[src/rtl/alu_pkg.sv]
// Shared constants for the 8-bit registered ALU and its result buffer.
// The op-select encoding is kept here so every block that drives or models the ALU agrees on it.
package alu_pkg;

   localparam int DATA_W  = 8;
   localparam int ALU_LAT = 2;

   typedef enum logic [1:0] {
      OP_ADD = 2'b00,
      OP_MAX = 2'b01,
      OP_SUB = 2'b10,
      OP_MIN = 2'b11
   } alu_op_e;

endpackage

[src/rtl/alu_lat_pipe.sv]
// Latency-matched valid pipe: mirrors the ALU's fixed latency so the tail bit marks a valid result.
// Also reports how many issued operations are still travelling through the ALU.
module alu_lat_pipe
   import alu_pkg::*;
#(
   parameter int LAT   = alu_pkg::ALU_LAT,
   parameter int INF_W = $clog2(LAT + 1)
) (
   input  logic             i_clk,
   input  logic             i_reset,
   input  logic             i_issue,
   output logic             o_tail,
   output logic [INF_W-1:0] o_inflight
);

   logic [LAT-1:0] pipe_q;

   always_ff @(posedge i_clk or negedge i_reset) begin
      if (!i_reset) begin
         pipe_q <= '0;
      end else begin
         pipe_q[0] <= i_issue;
         for (int i = 1; i < LAT; i++) begin
            pipe_q[i] <= pipe_q[i-1];
         end
      end
   end

   assign o_tail = pipe_q[LAT-1];

   always_comb begin
      o_inflight = '0;
      for (int i = 0; i < LAT; i++) begin
         o_inflight = o_inflight + INF_W'(pipe_q[i]);
      end
   end

endmodule

[src/rtl/alu_result_buffer.sv]
// Captures each ALU result into a small FIFO and presents it to the consumer.
// A credit output keeps a well-behaved issuer from ever overrunning the FIFO.
module alu_result_buffer
   import alu_pkg::*;
#(
   parameter  int DATA_W  = alu_pkg::DATA_W,
   parameter  int DEPTH   = 4,
   parameter  int ALU_LAT = alu_pkg::ALU_LAT,
   localparam int CNT_W   = $clog2(DEPTH + 1)
) (
   input  logic              i_clk,
   input  logic              i_reset,
   input  logic              i_issue,
   input  logic [DATA_W-1:0] i_result,
   input  logic              i_ready,
   input  logic              i_clr_ovf,
   output logic [DATA_W-1:0] o_data,
   output logic              o_valid,
   output logic              o_issue_ok,
   output logic [CNT_W-1:0]  o_count,
   output logic              o_full,
   output logic              o_empty,
   output logic              o_ovf
);

   localparam int PTR_W = $clog2(DEPTH);
   localparam int INF_W = $clog2(ALU_LAT + 1);
   localparam int SUM_W = ((CNT_W > INF_W) ? CNT_W : INF_W) + 1;

   logic [DATA_W-1:0] mem [DEPTH];
   logic [PTR_W-1:0]  wr_ptr_q;
   logic [PTR_W-1:0]  rd_ptr_q;
   logic [CNT_W-1:0]  count_q;
   logic              ovf_q;

   logic              push;
   logic              pop;
   logic              do_write;
   logic              ovf_set;
   logic [INF_W-1:0]  inflight;
   logic [SUM_W-1:0]  credit_sum;

   alu_lat_pipe #(
      .LAT   (ALU_LAT),
      .INF_W (INF_W)
   ) u_lat_pipe (
      .i_clk      (i_clk),
      .i_reset    (i_reset),
      .i_issue    (i_issue),
      .o_tail     (push),
      .o_inflight (inflight)
   );

   // Handshake: a result transfers on every rising edge where o_valid and i_ready are both high;
   // o_valid never depends on i_ready, and o_data holds while o_valid is high and i_ready is low.
   assign pop      = o_valid & i_ready;
   assign do_write = push & (~o_full | pop);
   assign ovf_set  = push & o_full & ~pop;

   always_ff @(posedge i_clk) begin
      if (do_write) begin
         mem[wr_ptr_q] <= i_result;
      end
   end

   always_ff @(posedge i_clk or negedge i_reset) begin
      if (!i_reset) begin
         wr_ptr_q <= '0;
         rd_ptr_q <= '0;
         count_q  <= '0;
         ovf_q    <= 1'b0;
      end else begin
         if (do_write) begin
            wr_ptr_q <= wr_ptr_q + PTR_W'(1);
         end
         if (pop) begin
            rd_ptr_q <= rd_ptr_q + PTR_W'(1);
         end
         case ({do_write, pop})
            2'b10:   count_q <= count_q + CNT_W'(1);
            2'b01:   count_q <= count_q - CNT_W'(1);
            default: count_q <= count_q;
         endcase
         // A drop in the same cycle as a clear must stay visible.
         if (ovf_set) begin
            ovf_q <= 1'b1;
         end else if (i_clr_ovf) begin
            ovf_q <= 1'b0;
         end
      end
   end

   assign o_count = count_q;
   assign o_full  = (count_q == CNT_W'(DEPTH));
   assign o_empty = (count_q == '0);
   assign o_valid = ~o_empty;
   assign o_data  = o_valid ? mem[rd_ptr_q] : '0;
   assign o_ovf   = ovf_q;

   // Results still inside the ALU already own a FIFO slot; a same-cycle pop is deliberately ignored.
   assign credit_sum = SUM_W'(count_q) + SUM_W'(inflight);
   assign o_issue_ok = (credit_sum < SUM_W'(DEPTH));

endmodule

[config.mk]
export PLATFORM = sky130hd
export DESIGN_NAME = alu_result_buffer
export DESIGN_NICKNAME = d
export VERILOG_FILES = /design/src/rtl/alu_pkg.sv /design/src/rtl/alu_lat_pipe.sv /design/src/rtl/alu_result_buffer.sv
export SDC_FILE = /design/constraint.sdc
export NUM_CORES = 1
export LEC_CHECK = 0
export CORE_UTILIZATION = 50
export DETAILED_ROUTE_END_ITERATION = 16
export PLACE_DENSITY_LB_ADDON = 0.12
export SLEW_MARGIN = 25
export SYNTH_ARGS = -nofsm -noshare
export SYNTH_HDL_FRONTEND = slang
export SYNTH_SLANG_ARGS = --single-unit
[constraint.sdc]
create_clock -name i_clk -period 2.72 [get_ports i_clk]
set_input_delay 0.544 -clock i_clk [delete_from_list [all_inputs] [get_ports i_clk]]
set_output_delay 0.544 -clock i_clk [all_outputs]
set_load 0.02 [all_outputs]
# Word-level counts from Yosys, hierarchy flattened
# Memory sizes are Yosys's and may differ from the RTL's.
# Cells that the tools add are included.
[op_classes]
n_addsub = 6
n_lt_le_gt_ge = 1
eq_ne = 3
muxes = 6
bitwise_logic = 8
reduce_logical = 3
[op_table]
columns = ["cell", "count"]
rows = [
  ["8-bit two-way mux", 1],
  ["3-bit one-hot mux with 2 select lines", 1],
  ["2-bit by 1-bit adder with 2-bit output, second input constant", 2],
  ["3-bit by 2-bit adder with 4-bit output", 1],
  ["1-bit AND", 4],
  ["4-bit by 3-bit less-than comparator with 1-bit output, second input constant", 1],
  ["1-bit two-way mux", 4],
  ["2-bit nonzero test", 2],
  ["3-bit by 1-bit adder with 3-bit output, second input constant", 1],
  ["3-bit equality test, second input constant", 1],
  ["3-bit logical NOT", 1],
  ["1-bit NOT", 3],
  ["3-bit by 1-bit subtractor with 3-bit output, second input constant", 1],
  ["1-bit by 1-bit adder with 2-bit output", 1],
  ["2-bit by 1-bit equality test with 1-bit output, second input constant", 1],
  ["2-bit equality test, second input constant", 1],
  ["1-bit OR", 1],
]
[totals]
reg_bits = 10
ramBits = 32
in_bits = 13
memories = 1
[mem_list]
columns = ["name", "depth", "word_bits", "read_ports", "rd_clocked_by_memory_dff", "write_ports", "line_no", "text"]
rows = [
  ["mem", 4, 8, 1, 0, 1, "alu_result_buffer.sv:30", "logic [DATA_W-1:0] mem [DEPTH];"],
]

# Logic depth before layout (Yosys ltp)
[logic_depth]
depth_word = 7
mapped_depth = 7
mapped_depth_nobuf = 7

# Hierarchy
# From an unflattened synthesis, not the netlist that was laid out.
[unflattened]
cells_unflattened = 118
hier_area_um2 = 1914.3
[by_module_without_submodules]
columns = ["module", "instances", "cells_per_inst", "area_each_um2"]
rows = [
  ["alu_result_buffer", 1, 115, 1851.8],
  ["alu_lat_pipe", 1, 3, 62.6],
]

# Worst setup path before layout
# OpenSTA, ideal clock, no wires.
[synth_timing]
path_type = "flip-flop to flip-flop"
start = "reg count_q[1] (netlist: o_count[1])"
end = "reg count_q[1] (netlist: o_count[1])"
arrival_time_ns = 2.013
t_required_ns = 2.633
setup_slack_ns = 0.620
stages_incl_launch_ff = 8
period_less_slack_ns = 2.100
path_cell_list = "dfrtp_1 > or3_4 > nand2_1 > or2_1 > fa_1 > o21ba_2 > o211ai_1 > a22oi_1"
[synth_via]
elab_chain_cells = 7
elab_cells_between_ends = 13
cone_classes = "add/sub: 2; eq/ne: 3; mux: 1; bitwise: 5; reduce/logical: 2"
[synth_lines]
columns = ["item", "line_no", "text"]
rows = [
  ["start, declared", "alu_result_buffer.sv:33", "logic [CNT_W-1:0] count_q;"],
  ["start signal, assigned", "alu_result_buffer.sv:80", "2'b10: count_q <= count_q + CNT_W'(1);"],
  ["start signal, assigned", "alu_result_buffer.sv:81", "2'b01: count_q <= count_q - CNT_W'(1);"],
  ["start signal, assigned", "alu_result_buffer.sv:82", "default: count_q <= count_q;"],
  ["3-bit logical NOT", "alu_result_buffer.sv:95", "assign o_empty = (count_q == '0);"],
  ["1-bit NOT", "alu_result_buffer.sv:96", "assign o_valid = ~o_empty;"],
  ["1-bit AND", "alu_result_buffer.sv:56", "assign pop = o_valid & i_ready;"],
  ["1-bit OR", "alu_result_buffer.sv:57", "assign do_write = push & (~o_full | pop);"],
  ["1-bit AND", "alu_result_buffer.sv:57", ""],
  ["2-bit by 1-bit equality test with 1-bit output or 2-bit equality test (tied branches)", "alu_result_buffer.sv:79", "case ({do_write, pop})"],
  ["3-bit one-hot mux with 2 select lines or 2-bit nonzero test (tied branches)", "-", ""],
]
# Several ways; a longest one is shown, not always the timed one.
# A chain may end at the register's enable or synchronous reset.

# Final worst setup path
[layout_timing]
start = "reg rd_ptr_q[0]"
end = "out o_data[6]"
[layout_via]
elab_chain_cells = 2
[layout_lines]
columns = ["item", "line_no", "text"]
rows = [
  ["start, declared", "alu_result_buffer.sv:32", "logic [PTR_W-1:0] rd_ptr_q;"],
  ["start signal, assigned", "alu_result_buffer.sv:77", "rd_ptr_q <= rd_ptr_q + PTR_W'(1);"],
  ["memory 4 x 8 bit", "-", ""],
  ["8-bit two-way mux", "alu_result_buffer.sv:97", "assign o_data = o_valid ? mem[rd_ptr_q] : '0;"],
  ["end, declared", "alu_result_buffer.sv:17", "output logic [DATA_W-1:0] o_data,"],
]
# No other way between the ends.

==> metrics.md <==
| Metric | Value |
|---|---|
| RePlAce Congestion | between 0.7 and 0.8 |
| Final WL | 2981 microns |
| Worst r2r src | o_count[0] |
| Leak pwr | 0.8349 nW |
| Pin count of the biggest net entering global routing | 14 |
| FF-to-FF path depth | 7 |
| Metal2 WL | 1551 microns |
| Post-route minimum period | 2.602 ns |
| Slack of the critical path | 0.1179 ns |
| Gate count of the mapped netlist | 112 |
| Place WS | 0.3218 ns |
| Status | finished clean |
| Relative slew slack | 68.65% |
| Post-CTS Setup Bufs | 0 |
| First-pass GRT wire length | slightly below 5000 microns |
| Number of global-route vias before repair | between 1,000 and 1,500 |
| Syn Area/Cell | 16.53 sq um |
| GR Util All Layers | 17.22% |
| Final Slew Violations | 0 |
| CP Launch Point | rd_ptr_q[0] |
| Cell Area, Synth | about 1900 sq um |
| Initial antenna violation count | 0 |
| Cts repair resizes | 0 |
| Max H-tree Level | 2 |
| Yosys warns | 0 |
| Clk Tree Root Cell | clkbuf_8 |
| Clock latency at the later pin of the worst-skew pair | 0.28 ns |
| Die Y-Extent | 62.86 microns |
| Post-route ant nets | 0 |
| Port buffer count | 28 |
| Sequential Area | around 1200 sq um |
| Diodes inserted | 0 |
| Layout cells sized above 1 | roughly 17% |
| Post-detailed-route wirelength per cell | 15.61 microns |
| RSZ-0062 raised after global routing | false |
| Area leader, netlist | edfxtp_1 |
| Layout fillers | 247 |
| Drt initial violations | 22 |
| Crit start category | register |
| Max cap viols | 0 |
| Core area | between 3000 and 4000 sq um |
| Setup crit end kind | primary output |
| Clock Skew | 0.005045 ns |
| Clock Sinks | 42 |
| Seq cells post-synth | 42 |
| Final setup TNS | 0 ns |
| Die area | 3951 sq um |
| CP Data Arrival Time | 2.06 ns |
| M1 wire length | 1293 microns |
| Fin crit share | a little over nine tenths |
| Area of the multi-input gates | a little under 600 sq um |
| Final setup viols | 0 |
| Pre-Repair DR Iteration Count | 4 |
| I/O pin cnt | 29 |
| Bufs on Longest Clock Path | 2 |
| Crit Path Category | reg2out |
| Fmax achieved | just under 400 MHz |
| Uppermost layer routed | met4 |
| Min-delay src | u_lat_pipe.pipe_q[0] |
| Post-synth cell types | 35 |
| Die span in x | 62.86 microns |
| Final Hold Fails | 0 |
| Initial Util | 53.80% |
| Share of the synthesized area in the top cell type | slightly above 50% |
| VDD IR max | about 460 uV |
| Dpl hpwl | between 2000 and 2500 microns |
| Dpl cells | about 180 |
| Register area share after synthesis | 65.41% |
| Pwr per Cell Area | 1173 nW/um^2 |
| CP required | around 2.2 ns |
| Hold path depth | 0 |
| WL met3 | 87 microns |
| Hold crit path type | reg2reg |
| Crit Path Max Fanout | 10 |
| Finished Layout Cells | 191 |
| DR DRC count | 0 |
| Grt ovf | 0 |
| Slew @ Worst Pin | 0.4688 ns |
| CTS tree | yes |
| Via Count | 1,014 |
| Vias per cell | 5.309 |
| CTS buffer count | 5 |
| # hold bufs at CTS | 0 |
| Layout net count | roughly 160 |
| Worst-path clk slew | ~0.080 ns |
| Syn Nets | approximately 130 |
| Synth area leaders | edfxtp_1 (52%), dfrtp_1 (14%), mux4_2 (9.7%) |
| # rows | 21 |
| Area Growth Syn to Fin | 24.39% |
==> state kept, by name, indices dropped and copies added, names as in the netlist <==
signal             flops
rd_ptr_q               2
u_lat_pipe.pipe_q      2
o_ovf                  1
o_count                3
mem                   32
wr_ptr_q               2
==> final cells by class <==
type	count	share of cell area [%]
repair buffers	30	12.82
inverters	6	0.9777
well taps	46	2.499
clock inverters	3	2.770
clock buffers	5	2.988
multi-input cells	59	25.37
flip-flops and latches	42	52.58
==> cells in the mapped netlist <==
master    instances
a21oi_1           1
and2_2            1
clkbuf_2          1
nor2_1            4
buf_4             1
edfxtp_1         32
nand3b_1          1
o211ai_1          2
o32ai_1           1
xor2_1            2
inv_2             1
or2_1             1
nor2b_2           1
and3_1            1
nand2_1           3
buf_6             1
or3_4             1
dfrtp_1          10
o221ai_1          1
o22a_1            1
o21ai_0           1
buf_2             2
and2_1           12
nor4b_4           1
mux2_4            1
a22oi_1           1
fa_1              1
inv_1             5
o21ba_2           1
nand3_1           2
mux4_2            8
xnor2_1           3
o21ai_1           1
nand2b_1          1
ha_1              5
==> logic make-up (layout without fill, tap and decap cells) <==
| kind of cell | Yosys count | count (layout) | share of synthesized area [%] |
|---|---|---|---|
| compound gates | 10 | 10 | 3.986 |
| xor+xnor | 5 | 5 | 2.365 |
| fa+ha+maj | 6 | 6 | 4.460 |
| buf+inv | 11 | 44 | 3.040 |
| flops | 42 | 42 | 65.41 |
| mux | 9 | 9 | 10.54 |
| simple gates | 29 | 29 | 10.20 |
==> path summary, 6_finish.rpt <==
kind                       slack [ns]              endpoint
max reg2reg                      0.46            o_count[1]
min in group asynchronous        0.58            o_count[1]
min reg2reg                      0.39  u_lat_pipe.pipe_q[1]
max in group asynchronous        1.82  u_lat_pipe.pipe_q[0]
max                              0.12             o_data[6]
min                              0.39  u_lat_pipe.pipe_q[1]
==> worst max-delay path, stage by stage, from the launching register on <==
cell	delay (ns)
dfrtp_1	0.32
buf_4	0.22
mux4_2	0.53
and2_1	0.17
clkdlybuf4s50_1	0.53
==> routing by layer <==
metal | global-route usage (%) | vias up
li1 | - | 475
met1 | 21.38 | 513
met2 | 28.13 | 21
met3 | 4.562 | 5
met4 | 7.849 | 0
met5 | 0 | -
==> metrics by stage <==
step | area [sq um] | hold WS (ns) | utilization, % | power [mW]
floorplan | 1852 | 0.2484 | - | 1.727
global placement | 2171 | 0.3642 | 63.07 | 2.140
detailed placement | 2171 | 0.3689 | 63.07 | 2.175
CTS | 2303 | 0.3862 | 66.92 | 2.733
global route | 2303 | 0.3951 | 66.92 | 2.854
finish | 2303 | 0.3856 | 66.92 | 2.702
==> power breakdown <==
| part | switching (mW) | internal, mW |
|---|---|---|
| Sequential | 0.125 | 0.854 |
| Combinational | 0.551 | 0.613 |
| Clock | 0.196 | 0.363 |
==> cells in the final DEF (no fill, tap or decap), drive strengths merged, types with 2 or more instances in the layout <==
master | Yosys | layout
and2 | 13 | 13
buf | 4 | 2
bufinv | 0 | 2
clkbuf | 1 | 5
clkdlybuf4s50 | 0 | 28
dfrtp | 10 | 10
edfxtp | 32 | 32
ha | 5 | 5
inv | 6 | 6
mux4 | 8 | 8
nand2 | 3 | 3
nand3 | 2 | 2
nor2 | 4 | 4
o211ai | 2 | 2
o21ai | 2 | 2
xnor2 | 3 | 3
xor2 | 2 | 2
Power figures use the tool's default switching activity.
